## src/rtl/ps2_key_ctrl_if.sv

```systemverilog
// ---------------------------------------------------------------------------
// ps2_key_ctrl_if
// Handshake bundle between the ps2_keyboard receive FIFO and ps2_key_ctrl.
//   ready      : FIFO non-empty flag (FIFO -> controller)
//   data[7:0]  : FIFO head byte, valid while ready=1 (FIFO -> controller)
//   overflow   : FIFO overflow flag (FIFO -> controller)
//   nextdata_n : active-low pop strobe (controller -> FIFO)
// Modports: master = FIFO side, slave = controller side.
// ---------------------------------------------------------------------------
interface ps2_key_ctrl_if;
   logic       ready;
   logic [7:0] data;
   logic       overflow;
   logic       nextdata_n;

   modport master (
      output ready,
      output data,
      output overflow,
      input  nextdata_n
   );

   modport slave (
      input  ready,
      input  data,
      input  overflow,
      output nextdata_n
   );
endinterface

```

## src/rtl/ps2_key_ctrl.sv

```systemverilog
// ---------------------------------------------------------------------------
// ps2_key_ctrl
// Drains the ps2_keyboard receive FIFO (one byte per two cycles) and decodes
// the PS/2 set-2 byte stream into make/break key events, handling the E0
// (extended) and F0 (break) prefixes in either order.
//
// Ports:
//   clk, rst      : clock, synchronous active-high reset
//   fifo          : ps2_key_ctrl_if.slave (ready, data, overflow, nextdata_n)
//   key_code[7:0] : scan code of the most recent make event
//   key_ext       : that make event was E0-prefixed
//   key_down      : key in key_code/key_ext is currently held
//   key_press     : one-cycle pulse per accepted make event
//   key_release   : one-cycle pulse per completed break event
//   rel_code[7:0] : scan code of the last break event
//   press_cnt     : count of accepted make events (wraps)
//   ovf_seen      : sticky FIFO overflow indicator
//
// Build option: define PS2_TYPEMATIC_FILTER_EN to suppress key_press and
// press_cnt increments for auto-repeated makes of the held key.
// ---------------------------------------------------------------------------
module ps2_key_ctrl #(
   parameter int CNT_W = 8
) (
   input  logic              clk,
   input  logic              rst,
   ps2_key_ctrl_if.slave     fifo,
   output logic [7:0]        key_code,
   output logic              key_ext,
   output logic              key_down,
   output logic              key_press,
   output logic              key_release,
   output logic [7:0]        rel_code,
   output logic [CNT_W-1:0]  press_cnt,
   output logic              ovf_seen
);

   typedef enum logic {S_IDLE, S_DEC} state_t;

   state_t     state_reg;
   logic [7:0] byte_reg;
   logic       ext_pend_reg;
   logic       brk_pend_reg;
   logic       is_repeat;

   // Pop is combinational so the FIFO advances in the same cycle the head
   // byte is latched; reset always wins.
   assign fifo.nextdata_n = !((state_reg == S_IDLE) && fifo.ready && !rst);

`ifdef PS2_TYPEMATIC_FILTER_EN
   // A make that matches the held key exactly is a typematic repeat.
   assign is_repeat = key_down && (byte_reg == key_code) && (ext_pend_reg == key_ext);
`else
   assign is_repeat = 1'b0;
`endif

   always_ff @(posedge clk) begin
      if (rst) begin
         state_reg    <= S_IDLE;
         byte_reg     <= 8'h00;
         ext_pend_reg <= 1'b0;
         brk_pend_reg <= 1'b0;
         key_code     <= 8'h00;
         key_ext      <= 1'b0;
         key_down     <= 1'b0;
         key_press    <= 1'b0;
         key_release  <= 1'b0;
         rel_code     <= 8'h00;
         press_cnt    <= '0;
         ovf_seen     <= 1'b0;
      end else begin
         ovf_seen    <= ovf_seen | fifo.overflow;
         key_press   <= 1'b0;
         key_release <= 1'b0;

         case (state_reg)
            S_IDLE: begin
               if (fifo.ready) begin
                  byte_reg  <= fifo.data;
                  state_reg <= S_DEC;
               end
            end

            S_DEC: begin
               state_reg <= S_IDLE;
               if (byte_reg == 8'hE0) begin
                  ext_pend_reg <= 1'b1;
               end else if (byte_reg == 8'hF0) begin
                  brk_pend_reg <= 1'b1;
               end else if (brk_pend_reg) begin
                  rel_code    <= byte_reg;
                  key_release <= 1'b1;
                  // Only a break of the exact held key (code and extension)
                  // releases it; other breaks just report.
                  if (key_down && (byte_reg == key_code) && (ext_pend_reg == key_ext))
                     key_down <= 1'b0;
                  ext_pend_reg <= 1'b0;
                  brk_pend_reg <= 1'b0;
               end else begin
                  key_code     <= byte_reg;
                  key_ext      <= ext_pend_reg;
                  key_down     <= 1'b1;
                  ext_pend_reg <= 1'b0;
                  if (!is_repeat) begin
                     key_press <= 1'b1;
                     press_cnt <= press_cnt + 1'b1;
                  end
               end
            end

            default: state_reg <= S_IDLE;
         endcase
      end
   end

endmodule
```

## src/flat_wrapper.sv

```systemverilog
// flat-port wrapper written by rule: the top's interface ports become plain ports
module ps2_key_ctrl_flat 
#(
   parameter int CNT_W = 8
)
  (clk, rst, key_code, key_ext, key_down, key_press, key_release, rel_code, press_cnt, ovf_seen, fifo_ready, fifo_data, fifo_overflow, fifo_nextdata_n);
  ps2_key_ctrl_if fifo_i ();
  input  logic clk;
  input  logic rst;
  output logic [7:0] key_code;
  output logic key_ext;
  output logic key_down;
  output logic key_press;
  output logic key_release;
  output logic [7:0] rel_code;
  output logic [CNT_W-1:0] press_cnt;
  output logic ovf_seen;
  input wire logic [$bits(fifo_i.ready)-1:0] fifo_ready;
  input wire logic [$bits(fifo_i.data)-1:0] fifo_data;
  input wire logic [$bits(fifo_i.overflow)-1:0] fifo_overflow;
  output wire logic [$bits(fifo_i.nextdata_n)-1:0] fifo_nextdata_n;
  assign fifo_i.ready = fifo_ready;
  assign fifo_i.data = fifo_data;
  assign fifo_i.overflow = fifo_overflow;
  assign fifo_nextdata_n = fifo_i.nextdata_n;
  ps2_key_ctrl #(.CNT_W(CNT_W)) u_core (.clk(clk), .rst(rst), .fifo(fifo_i), .key_code(key_code), .key_ext(key_ext), .key_down(key_down), .key_press(key_press), .key_release(key_release), .rel_code(rel_code), .press_cnt(press_cnt), .ovf_seen(ovf_seen));
endmodule
```

## config.mk

```make
export PLATFORM = sky130hd
export DESIGN_NAME = ps2_key_ctrl_flat
export DESIGN_NICKNAME = d
export VERILOG_FILES = /design/src/rtl/ps2_key_ctrl_if.sv /design/src/rtl/ps2_key_ctrl.sv /design/src/flat_wrapper.sv
export SDC_FILE = /design/constraint.sdc
export NUM_CORES = 1
export LEC_CHECK = 0
export ABC_AREA = 1
export BUFFER_PORTS_ARGS = -buffer_cell sky130_fd_sc_hd__buf_2
export CORE_MARGIN = 2
export CORE_UTILIZATION = 45
export CTS_CLUSTER_DIAMETER = 50
export CTS_CLUSTER_SIZE = 20
export DETAILED_ROUTE_END_ITERATION = 16
export GPL_ROUTABILITY_DRIVEN = 1
export MAX_ROUTING_LAYER = met4
export PLACE_DENSITY = 0.68
export SLEW_MARGIN = 30
export SYNTH_ARGS = -nofsm -noshare
export SYNTH_HDL_FRONTEND = slang
export SYNTH_SLANG_ARGS = --single-unit
```

## constraint.sdc

```tcl
create_clock -name clk -period 1.87 [get_ports clk]
set_clock_uncertainty 0.15 [all_clocks]
set_input_delay 0.0935 -clock clk [delete_from_list [all_inputs] [get_ports clk]]
set_output_delay 0.0935 -clock clk [all_outputs]
set_load 0.01 [all_outputs]
```

# Word level (Yosys, flattened, before mapping)
# Index checks and enable logic that the tools add are counted.
# word_totals
regBits	40
out_inout_bits	30
input_bits	12
# classes
eq_ne	6
n_bitwise	5
n_reduce_logical	13
n_addsub	1
mux	9
# ops
operator	n
$eq 8x8->1 const B	2
$reduce_and 4->1	3
$add 8x1->8 const B	1
$eq 8x8->1	1
$mux 1	8
$reduce_and 2->1	3
$logic_and 1x1->1	4
$not 1->1	4
$reduce_or 4->1	1
$logic_not 1->1	2
$ne 2x1->1 const B	1
$ne 2x2->1 const B	1
$pmux 1 s2	1
$eq 1x1->1	1
$or 1x1->1	1

# Depth between registers and ports, before layout
# depth
depth_word	5
ltp_mapped	9

# Worst setup path after synthesis
# OpenSTA, ideal clock, no wires.
# synth_path
path_type	register to register
start	register u_core.byte_reg[0]
end	register u_core.rel_code[0]
arrival_ns	1.140
synth_period_minus_slack_ns	1.405
path_slack_ns	0.465
path_stages_with_launch	8
n_path_buf	1
path_cell_list	dfxtp_1 -> nor2_1 -> nand2_2 -> nor2_4 -> nor2_4 -> buf_6 -> a21oi_1 -> nor2_1
# synth_between
elab_chain_len	3
# synth_rtl
item	line	text
from (decl)	ps2_key_ctrl.sv:41	logic [7:0] byte_reg;
from (signal assigned)	ps2_key_ctrl.sv:79	byte_reg <= fifo.data;
$eq 8x8->1 (on tied branches)	ps2_key_ctrl.sv:86, ps2_key_ctrl.sv:88	
$not 1->1 (no source line)	-	
$reduce_and 4->1 (no source line)	-	
to (signal assigned)	ps2_key_ctrl.sv:91	rel_code <= byte_reg;
to (decl)	ps2_key_ctrl.sv:33	output logic [7:0] rel_code,
# Parallel ways exist; a longest one is shown, timed or not.
# A chain may end at the register's enable or synchronous reset.

# Final worst setup path
# layout_path
start	register u_core.state_reg
end	output fifo_nextdata_n
# layout_between
elab_chain_len	4
# layout_rtl
item	line	text
from (decl)	ps2_key_ctrl.sv:40	state_t state_reg;
from (signal assigned)	ps2_key_ctrl.sv:59	state_reg <= S_IDLE;
from (signal assigned)	ps2_key_ctrl.sv:80	state_reg <= S_DEC;
from (signal assigned)	ps2_key_ctrl.sv:85	state_reg <= S_IDLE;
$not 1->1 (no source line)	-	
$logic_and 1x1->1 (2 in series)	ps2_key_ctrl.sv:48	assign fifo.nextdata_n = !((state_reg == S_IDLE) && fifo.ready && !rst);
$logic_not 1->1	ps2_key_ctrl.sv:48	
to (decl)	flat_wrapper.sv:21	output wire logic [$bits(fifo_i.nextdata_n)-1:0] fifo_nextdata_n;
# Every way passes these cells.

==> results.sh <==
export IMPL_status="completed"
export IMPL_grt_pass1_vias=1648
export IMPL_areaGrowthSynthToFinish_pct=24.8
export IMPL_ant_nets=0
export IMPL_die_width_um=69.2
export IMPL_io_pins=42
export IMPL_final_common_cell="nand2_1"
export IMPL_crit_type="register to primary output"
export IMPL_dp_final_hpwl_um=3030
export IMPL_drt_initial_drc_count=96
export IMPL_yosysWarnings=0
export IMPL_grt_max_degree=20
export IMPL_maxCapViolCount=0
export IMPL_insertedDiodeCount=0
export IMPL_start_kind="register"
export IMPL_rows=23
export IMPL_synthCells=273
export IMPL_fmaxAchievable_mhz=601
export IMPL_root_buffer="clkbuf_8"
export IMPL_power_density_nw_per_um2=830
export IMPL_peakVddDrop_uv=436
export IMPL_routed_wl_um=4300
export IMPL_cts_tree="yes"
export IMPL_final_cell_mix="nand2_1, nor2_1, buf_2, dfxtp_1"
export IMPL_synth_area_leader_cell="dfxtp_1"
export IMPL_drt_first_pass_iters=4
export IMPL_layout_drive_gt1_share=0.207
export IMPL_dieArea_um2=4790
export IMPL_route_detailed_drc=0
export IMPL_die_h_um=69.2
export IMPL_grt_first_pass_wirelength_um=7390
export IMPL_grt_use_total=0.196
export IMPL_fill_cells=393
export IMPL_setup_violations=0
export IMPL_initial_core_util=0.471
export IMPL_required_ns=1.63
export IMPL_netlist_area_um2=1910
export IMPL_ctsHtreeMaxLevel=2
export IMPL_end_kind="primary output"
export IMPL_clkSlewWorstSetupHoldPaths_ns=0.08
export IMPL_finalInstanceArea_um2=2390
export IMPL_period_share=0.889
export IMPL_syn_nets=286
export IMPL_grt_setup_unrepaired="no"
export IMPL_crit_arrival_ns=1.42
export IMPL_synth_top_cells_by_area="dfxtp_1, nand2_1, nor2_1"
export IMPL_vias=1813
export IMPL_relSlewSlack=0.680
export IMPL_routabilityCongestion=0.800
export IMPL_wl_per_cell_um=11.3
export IMPL_clockBufferDepth=2
export IMPL_cts_buffers=5
export IMPL_hold_path_class="input pin to register"
export IMPL_hold_violations=0
export IMPL_min_period_ns=1.66
export IMPL_worst_slew_pin_slew_ns=0.480
export IMPL_slew_violations=0
export IMPL_finalSetupTns_ns=0
export IMPL_via_per_inst=4.78
export IMPL_final_nets=341
export IMPL_numPortBuffers=41
export IMPL_syn_avg_cell_area_um2=7.00
export IMPL_yosysTopAreaCellShare=0.419
export IMPL_r2r_start="u_core.byte_reg[4]"
export IMPL_antenna_found_initial=0
export IMPL_hold_slack_ns=0.00455
export IMPL_numClockSinks=40
export IMPL_p_leak_nw=1.11
export IMPL_clock_latency_ns=0.30
export IMPL_critPathLaunch="u_core.state_reg"
export IMPL_rrSetupSlack_ns=0.24
export IMPL_crit_fanout=10
export IMPL_grt_ovfl_total=0
export IMPL_postLayoutCoreUtil=0.588
export IMPL_hp_start="rst"
export IMPL_synth_ff_latch_count=40
export IMPL_ys_seq_area_frac=0.419
export IMPL_cts_resized=0
export IMPL_synth_cell_types=24
export IMPL_core_area_um2=4060
export IMPL_placed_area_um2=2160
power by group:
group / internal (W) / leakage, nW / switching, W
combinational: 0.000113 / 0.717 / 0.000163
clock: 0.000471 / 0.0645 / 0.000301
sequential: 0.000894 / 0.327 / 0.0000382
total: 0.00148 / 1.11 / 0.000502
cell usage after synthesis (all sizes together):
library cell	number
nand2	70
nor2	57
dfxtp	40
nand3	26
inv	25
a21oi	23
o21ai	10
buf	7
xor2	4
nand3b	3
nand4	2
clkbuf	1
clkinv	1
ha	1
nor3	1
nor4	1
xnor2	1
per-layer routing:
metal,up-vias,GRT usage,wire length [um]
li1,971,-,-
met1,788,0.253,2120
met2,48,0.294,1890
met3,6,0.0552,232
met4,0,0.0719,62
met5,-,-,0
critical path: stages (launching register included):
cell     delay, ns
dfxtp_1       0.35
inv_1         0.20
nand2_1       0.11
buf_4         0.17
nor2_1        0.12
inv_1         0.05
buf_2         0.13
stage by stage:
step	std cells	total power, W	setup WS (ns)
after floorplan	273	0.00113	0.465
after global placement	361	0.00121	0.282
after detailed placement	361	0.00121	0.251
after CTS	379	0.00200	0.216
after global routing	379	0.00209	0.0668
final	379	0.00198	0.207
logic make-up after synthesis:
kind of cell / Yosys count / synth area share
AO/OA/AOI/OAI: 33 / 0.0864
buffers and inverters: 34 / 0.0811
AND/OR/NAND/NOR: 160 / 0.384
flip-flops: 40 / 0.419
adder cells (fa/ha/maj): 1 / 0.00654
XOR/XNOR: 5 / 0.0229
area by class of cell:
class	count	area, um2	share of cell area
Clock inverter	1	30.0	0.0126
Tap cell	50	62.6	0.0262
Sequential cell	40	801	0.336
Multi-Input combinational cell	199	956	0.401
Timing Repair Buffer	56	343	0.144
Clock buffer	7	96.3	0.0404
Inverter	26	97.6	0.0409
worst paths after layout:
path,endpoint,depth (start not counted)
hold / removal,u_core.press_cnt[7],2
hold reg to reg,u_core.rel_code[1],2
setup / recovery,fifo_nextdata_n,6
setup reg to reg,u_core.press_cnt[1],8
what timing repair did:
action,CTS,global route
endpoints found under the setup margin,0,0
hold buffers,10,0
endpoints found under the hold margin,9,0
buffers inserted,0,0
No activity file was read; power rests on OpenSTA's default activity.
